$ cat config.mk
export PLATFORM = sky130hd
export DESIGN_NAME = sprite_attr_table
export DESIGN_NICKNAME = d
export VERILOG_FILES = /design/src/rtl/sprite_attr_table.sv
export SDC_FILE = /design/constraint.sdc
export NUM_CORES = 1
export LEC_CHECK = 0
export CAP_MARGIN = 30
export CELL_PAD_IN_SITES_DETAIL_PLACEMENT = 2
export CELL_PAD_IN_SITES_GLOBAL_PLACEMENT = 2
export CORE_ASPECT_RATIO = 0.5
export CORE_UTILIZATION = 46
export DETAILED_ROUTE_END_ITERATION = 7
export PLACE_DENSITY = 0.92
export SYNTH_ARGS = -nofsm -noshare
export SYNTH_HDL_FRONTEND = slang
export SYNTH_SLANG_ARGS = --single-unit
$ cat constraint.sdc
create_clock -name clk -period 3.3 [get_ports clk]
set_clock_uncertainty 0.1 [all_clocks]
set_input_delay 0.66 -clock clk [delete_from_list [all_inputs] [get_ports clk]]
set_output_delay 0.66 -clock clk [all_outputs]
set_load 0.05 [all_outputs]
$ cat src/rtl/sprite_attr_table.sv
// Sprite attribute store: the host edits a shadow bank over Avalon-MM, and a commit copies it
// into the active bank during vertical blank. The display stage reads the active bank.
//
// state   | meaning
// --------+--------------------------------------------------------------
// ST_IDLE | no copy in progress; waits for vblank_start with pending set
// ST_COPY | copies shadow[cnt] -> active[cnt], one sprite per clk
module sprite_attr_table #(
  parameter int N_SPRITES = 8,
  parameter int IDX_W     = 3
) (
  input  logic             clk,
  input  logic             reset_n,
  input  logic             chipselect,
  input  logic             write,
  input  logic             read,
  input  logic [5:0]       address,
  input  logic [7:0]       writedata,
  output logic [7:0]       readdata,
  output logic             waitrequest,
  input  logic             vblank_start,
  input  logic [IDX_W-1:0] disp_idx,
  output logic [7:0]       disp_x,
  output logic [7:0]       disp_y,
  output logic [7:0]       disp_pat,
  output logic [7:0]       disp_flags,
  output logic             commit_done
);

  typedef enum logic {ST_IDLE, ST_COPY} state_t;

  localparam logic [3:0]       N_LIM = 4'(N_SPRITES);
  localparam logic [IDX_W-1:0] LAST  = IDX_W'(N_SPRITES - 1);

  // Each sprite entry is packed as {flags, pattern, y, x}.
  logic [31:0] shadow [N_SPRITES];
  logic [31:0] active [N_SPRITES];

  state_t           state;
  logic [IDX_W-1:0] cnt;
  logic             pending;
  logic [7:0]       frame_cnt;

  logic             wr_acc;
  logic             rd_req;
  logic             sprite_sel;
  logic             slot_ok;
  logic [2:0]       slot_full;
  logic [IDX_W-1:0] slot;
  logic [1:0]       fld;
  logic             copying;
  logic [7:0]       rd_mux;

  always_comb begin
    copying     = (state == ST_COPY);
    waitrequest = copying && chipselect && write;
    wr_acc      = chipselect && write && !waitrequest;
    rd_req      = chipselect && read;
    sprite_sel  = !address[5];
    slot_full   = address[4:2];
    slot_ok     = ({1'b0, slot_full} < N_LIM);
    slot        = slot_full[IDX_W-1:0];
    fld         = address[1:0];
  end

  always_comb begin
    rd_mux = 8'h00;
    if (sprite_sel) begin
      if (slot_ok) rd_mux = shadow[slot][{fld, 3'b000} +: 8];
    end else begin
      case (address[4:0])
        5'h00:   rd_mux = {7'b0, pending};
        5'h01:   rd_mux = {6'b0, copying, pending};
        5'h02:   rd_mux = frame_cnt;
        default: rd_mux = 8'h00;
      endcase
    end
  end

  always_ff @(posedge clk or negedge reset_n) begin
    if (!reset_n) begin
      state       <= ST_IDLE;
      cnt         <= '0;
      pending     <= 1'b0;
      frame_cnt   <= 8'h00;
      commit_done <= 1'b0;
      readdata    <= 8'h00;
      disp_x      <= 8'h00;
      disp_y      <= 8'h00;
      disp_pat    <= 8'h00;
      disp_flags  <= 8'h00;
      for (int i = 0; i < N_SPRITES; i++) begin
        shadow[i] <= '0;
        active[i] <= '0;
      end
    end else begin
      commit_done <= 1'b0;

      case (state)
        ST_IDLE: begin
          if (vblank_start && pending) begin
            state <= ST_COPY;
            cnt   <= '0;
          end
        end
        ST_COPY: begin
          active[cnt] <= shadow[cnt];
          cnt         <= cnt + 1'b1;
          if (cnt == LAST) begin
            state       <= ST_IDLE;
            pending     <= 1'b0;
            frame_cnt   <= frame_cnt + 8'd1;
            commit_done <= 1'b1;
          end
        end
        default: state <= ST_IDLE;
      endcase

      // Writes are stalled throughout COPY, so this never races the pending clear above.
      if (wr_acc) begin
        if (sprite_sel) begin
          if (slot_ok) shadow[slot][{fld, 3'b000} +: 8] <= writedata;
        end else if (address[4:0] == 5'h00 && writedata[0]) begin
          pending <= 1'b1;
        end
      end

      if (rd_req) readdata <= rd_mux;

      disp_x     <= active[disp_idx][7:0];
      disp_y     <= active[disp_idx][15:8];
      disp_pat   <= active[disp_idx][23:16];
      disp_flags <= active[disp_idx][31:24];
    end
  end

endmodule
Word-level counts from Yosys, hierarchy flattened
Index checks and enable logic that the tools add are counted.

Logic and storage cells: 88. Bits in registers: 566. Output and inout bits: 42.

Reductions and logical operators: 13. Multiplexer cells: 29. Equality and inequality tests: 4. Shift-type cells: 3. $add $sub $neg: 3. Magnitude comparators: 5. Bitwise logic cells: 5.

Operators by type and width (number): bitwise mux 256 bit (2); binary-select mux 32 bit (select 3 bit) (3); 2-to-1 mux 32 bit (8); demux 32 bit (select 3 bit) (2); variable shift 8 x 7 -> 32 bit (first input constant) (1); indexed part select 32 x 6 -> 8 bit (1); indexed part select 8 x 7 -> 32 bit (1); case mux 8 bit (3 select lines) (1); greater-or-equal comparator 4 bit (second input constant) (3); inverter 3 -> 4 bit (3); logical AND 1 bit (9); 2-to-1 mux 1 bit (9); adder 8 x 1 -> 8 bit (second input constant) (1); less-than comparator 4 x 1 -> 1 bit (second input constant) (2); 2-to-1 mux 8 bit (1); negator 5 -> 7 bit (1); case mux 3 bit (2 select lines) (1); == test 5 x 1 -> 1 bit (second input constant) (1); == test 5 x 2 -> 1 bit (second input constant) (1); logical NOT 5 bit (1); AND reduction 2 bit (2); adder 3 x 1 -> 3 bit (second input constant) (1); == test 3 bit (second input constant) (1); 2-to-1 mux 3 bit (1); 4 further kinds (5).

Logic depth before layout (Yosys ltp)
Depth after elaboration: 6. Mapped depth: 10. Mapped depth without buffers: 7.

Worst setup path before layout
OpenSTA, ideal clock, no wires.

Path type: in2reg. Start point: input address[0]. End point: register shadow[224] (netlist name). Setup slack: 0.485 ns. Arrival: 2.591 ns. Data required time: 3.075 ns. Stages on the path: 8. Cells stage by stage: buf_4 clkinv_1 clkbuf_1 ha_1 buf_2 nand4b_4 nor4_4 mux2_2.

Longest elaborated chain between the ends: 5. Elaborated cells between the ends (all ways): 6.

RTL lines: start: declaration (RTL line 17) `input logic [5:0] address,`; negator 5 -> 7 bit * (RTL line 122) `if (slot_ok) shadow[slot][{fld, 3'b000} +: 8] <= writedata;`; variable shift 8 x 7 -> 32 bit (RTL line 122); 2-to-1 mux 32 bit (implied by the code) (RTL line 122); demux 32 bit (select 3 bit) (RTL line 122); bitwise mux 256 bit * (RTL line 122); end signal: indexed assignment (RTL line 122); end: declaration (RTL line 36) `logic [31:0] shadow [N_SPRITES];`.

Every way passes the cells marked *; elsewhere a longest branch is shown, timed or not. A chain may end at the register's enable or synchronous reset.

Worst setup path in the final report
Start point: register cnt[0]. End point: register active[251] (netlist name).

Longest elaborated chain between the ends: 6. Elaborated cells between the ends (all ways): 10.

RTL lines: start: declaration (RTL line 40) `logic [IDX_W-1:0] cnt;`; start signal: assignment (RTL line 108) `cnt <= cnt + 1'b1;`; inverter 3 -> 4 bit (implied by the code) * (RTL line 107) `active[cnt] <= shadow[cnt];`; greater-or-equal comparator 4 bit (implied by the code) / less-than comparator 4 x 1 -> 1 bit (equally long branches) (RTL line 107); logical AND 1 bit (implied by the code) (RTL line 107); 2-to-1 mux 32 bit (implied by the code) (RTL line 107); demux 32 bit (select 3 bit) (RTL line 107); bitwise mux 256 bit * (RTL line 107); end signal: indexed assignment (RTL line 107); end: declaration (RTL line 37) `logic [31:0] active [N_SPRITES];`.

Every way passes the cells marked *; elsewhere a longest branch is shown, timed or not. The select of a mux whose other input is x is not followed.

==> summary.md <==
| Metric | Value |
|---|---|
| DP HPWL | 71500 um |
| Area after DPL | 28400 um^2 |
| Leakage | 0.0130 uW |
| Vias per cell | 7.39 |
| Max H-tree Level | 2 |
| Post-CTS Setup Inserts | 0 |
| Filler cell count | 5286 |
| Pre-CTS setup slack | 0.113 ns |
| Vias | 23824 |
| Area grow syn2layout | 14.3% |
| Grt ovf | 0 |
| Crit path time final | 3.02 ns |
| Routed len/inst | 41.1 um |
| FMAX | 0.331 GHz |
| Post-route design area | 30200 um^2 |
| 1st-iter DRT viols | 3749 |
| Hold_sp | active[158] |
| # IOs | 65 |
| GRT Total Usage | 0.462 |
| Transition time at the pin with the least slew margin | 1.03 ns |
| Die area | 58400 um^2 |
| Register Area | 14200 um^2 |
| Rows | 61 |
| Buffers and inverters on the worst path | 0 |
| Post-synth top area share | 0.536 |
| Share of the yosys chip area belonging to registers | 0.536 |
| Syn Area/Cell | 11.3 um^2 |
| CP startpoint | cnt[0] |
| CTS tree | built |
| P per Cell Area | 742 nW/um^2 |
| Final std cells w/o fill | 3222 |
| Clk slew on worst S/H paths | 0.08 ns |
| RR Startpoint | cnt[0] |
| Core Box Area | 56100 um^2 |
| Cell taking the most area after synthesis | dfrtp_1 |
| Worst vdd ir | 0.546 mV |
| Seq cells post-synth | 566 |
| Fin. max-slew vios | 0 |
| Die Ht | 171 um |
| CP Data Required Time | 3.68 ns |
| RSZ-0062 raised after global routing | no |
| Final worst-path cycle share | 0.915 |
| Max incr delay on CP | 0.95 ns |
| Hold Violations, Final | 0 |
| Async SR Flop Fraction | 1.00 |
| Starting Density | 0.471 |
| CTS-repair resized insts | 0 |
| Post-Syn Nets | 2370 |
| First-pass DRT Iterations | 5 |
| # clock sinks | 566 |
| Max-slew headroom | 0.295 |
| Final setup fails | 0 |
| Max Cap Violations | 0 |
| CTS Hold Bufs | 1 |
| Crit path capture type | flop |
| Commonest non-fill, non-tap cell in the layout | dfrtp_1 |
| TritonCTS buffer count | 51 |
| Critical path, cell by cell | mux4_2, mux2i_1, a21oi_1 |
| Most frequent cells in the layout | dfrtp_1 (563), nand2_1 (405), o21ai_0 (349), a21oi_1 (152), nor2_1 (146) |
| Mapped Cells | 2340 |
| Vias in the first global route | 25918 |
| Hold crit path type | flop to flop |
| Initial antenna violation count | 8 |
| CP Class | flop to flop |
| Area of the multi-input gates | 11400 um^2 |
| DRT antenna net count | 0 |
| Longest Clk Path Bufs | 3 |
| CP max stage cell | dfrtp_4 |
| Global placement routability congestion | 0.939 |
| Crit start category | flop |
| Largest net degree at the start of global routing | 107 |
| # placed instances | 3125 |
| Port Buffer Count | 64 |
| Worst setup margin | 0.280 ns |
| DRT Wirelength | 132000 um |
| Number of flops mapped to enable cells by yosys | 0 |
| Synth Cell Area | 26400 um^2 |
| First-pass GRT wire length | 195000 um |
| Crit-path max FO | 35 |
| Final net count | 2453 |
| Ys Warns | 0 |
| Outcome | finished, final reports clean |
| # DRC | 0 |
| Die Width | 341 um |
| Setup_tns | 0 ns |
| WP data arrival | 3.40 ns |
| Worst hold slack | 0.404 ns |
| Latest clock arrival within the worst-skew pair | 0.67 ns |
| Ranking of synthesized cells by area | dfrtp_1 (54%), mux4_2 (12%), o21ai_0 (6.6%), nand2_1 (5.8%), mux2_2 (5.0%) |
| Yosys cell types | 65 |
| Fraction of layout cells with a size suffix above 1 | 0.205 |
| Root Buffer | clkbuf_16 |
| Largest delay share family, worst path | multiplexers |
| Top_reg_cell synth | dfrtp_1 |
## metal layers
layer	wire (um)	up-vias	global-route usage
met3	13500	678	0.125
met5	47	-	0
met4	8780	6	0.264
li1	-	8586	-
met1	49500	12567	0.584
met2	60500	1987	0.725
## tightest hold or removal path: stages, from the launching register on
cell and delay (ns):
dfrtp_1 0.35, nand2_1 0.06, o21ai_0 0.06
## worst paths after layout
check	cells after the start	slack [ns]	end
min in group asynchronous	2	0.43	cnt[2]
worst max register to register	3	0.28	active[251]
worst max-delay path	3	0.28	active[251]
max in group asynchronous	3	1.58	active[104]
worst min register to register	2	0.40	active[158]
worst min-delay path	2	0.40	active[158]
## flip-flops by register name (all words and copies together) (netlist names)
register and count:
pending 1, disp_pat 8, disp_y 8, disp_x 8, readdata 8, copying 1
shadow 256, commit_done 1, active 256, cnt 3, disp_flags 8, frame_cnt 8
## kinds of logic after synthesis
family / share of synthesized area
buffers and inverters: 0.0320
xor gates and xnor gates: 0.00232
muxes: 0.189
AOI/OAI and AO/OA: 0.130
adders and majority gates: 0.00332
and+or+nand+nor: 0.107
DFF: 0.536
## layout make-up
type	count	share of cell area
timing repair buffer	202	0.0612
sequential	566	0.470
clock buffer	79	0.0524
antenna	3	0.000249
tap	756	0.0313
multi-input combinational	1596	0.379
clock inverter	14	0.00576
inverter	6	0.000746
## synth_stat cells, drive strengths merged (21+ instances only)
master and instances:
mux2 119, a221oi 26, buf 83, mux4 136, dfrtp 566, nand3 30, nand2 405, mux2i 58
a22oi 21, nor2 146, clkbuf 89, o21ai 354, a21oi 152
## stage by stage
step           total power, uW   util
2_1_floorplan            12400      -
3_3_place_gp             13900  0.506
3_5_place_dp             14700  0.506
4_1_cts                  22100  0.538
5_1_grt                  22800  0.538
6_report                 22400  0.538
## power breakdown
part | switching [uW] | internal (uW) | leakage, uW | total [uW]
combinational | 4000 | 2110 | 0.00452 | 6120
sequential | 1410 | 8070 | 0.00758 | 9480
clock | 3240 | 3550 | 0.000870 | 6790
Power figures use the tool's default switching activity.
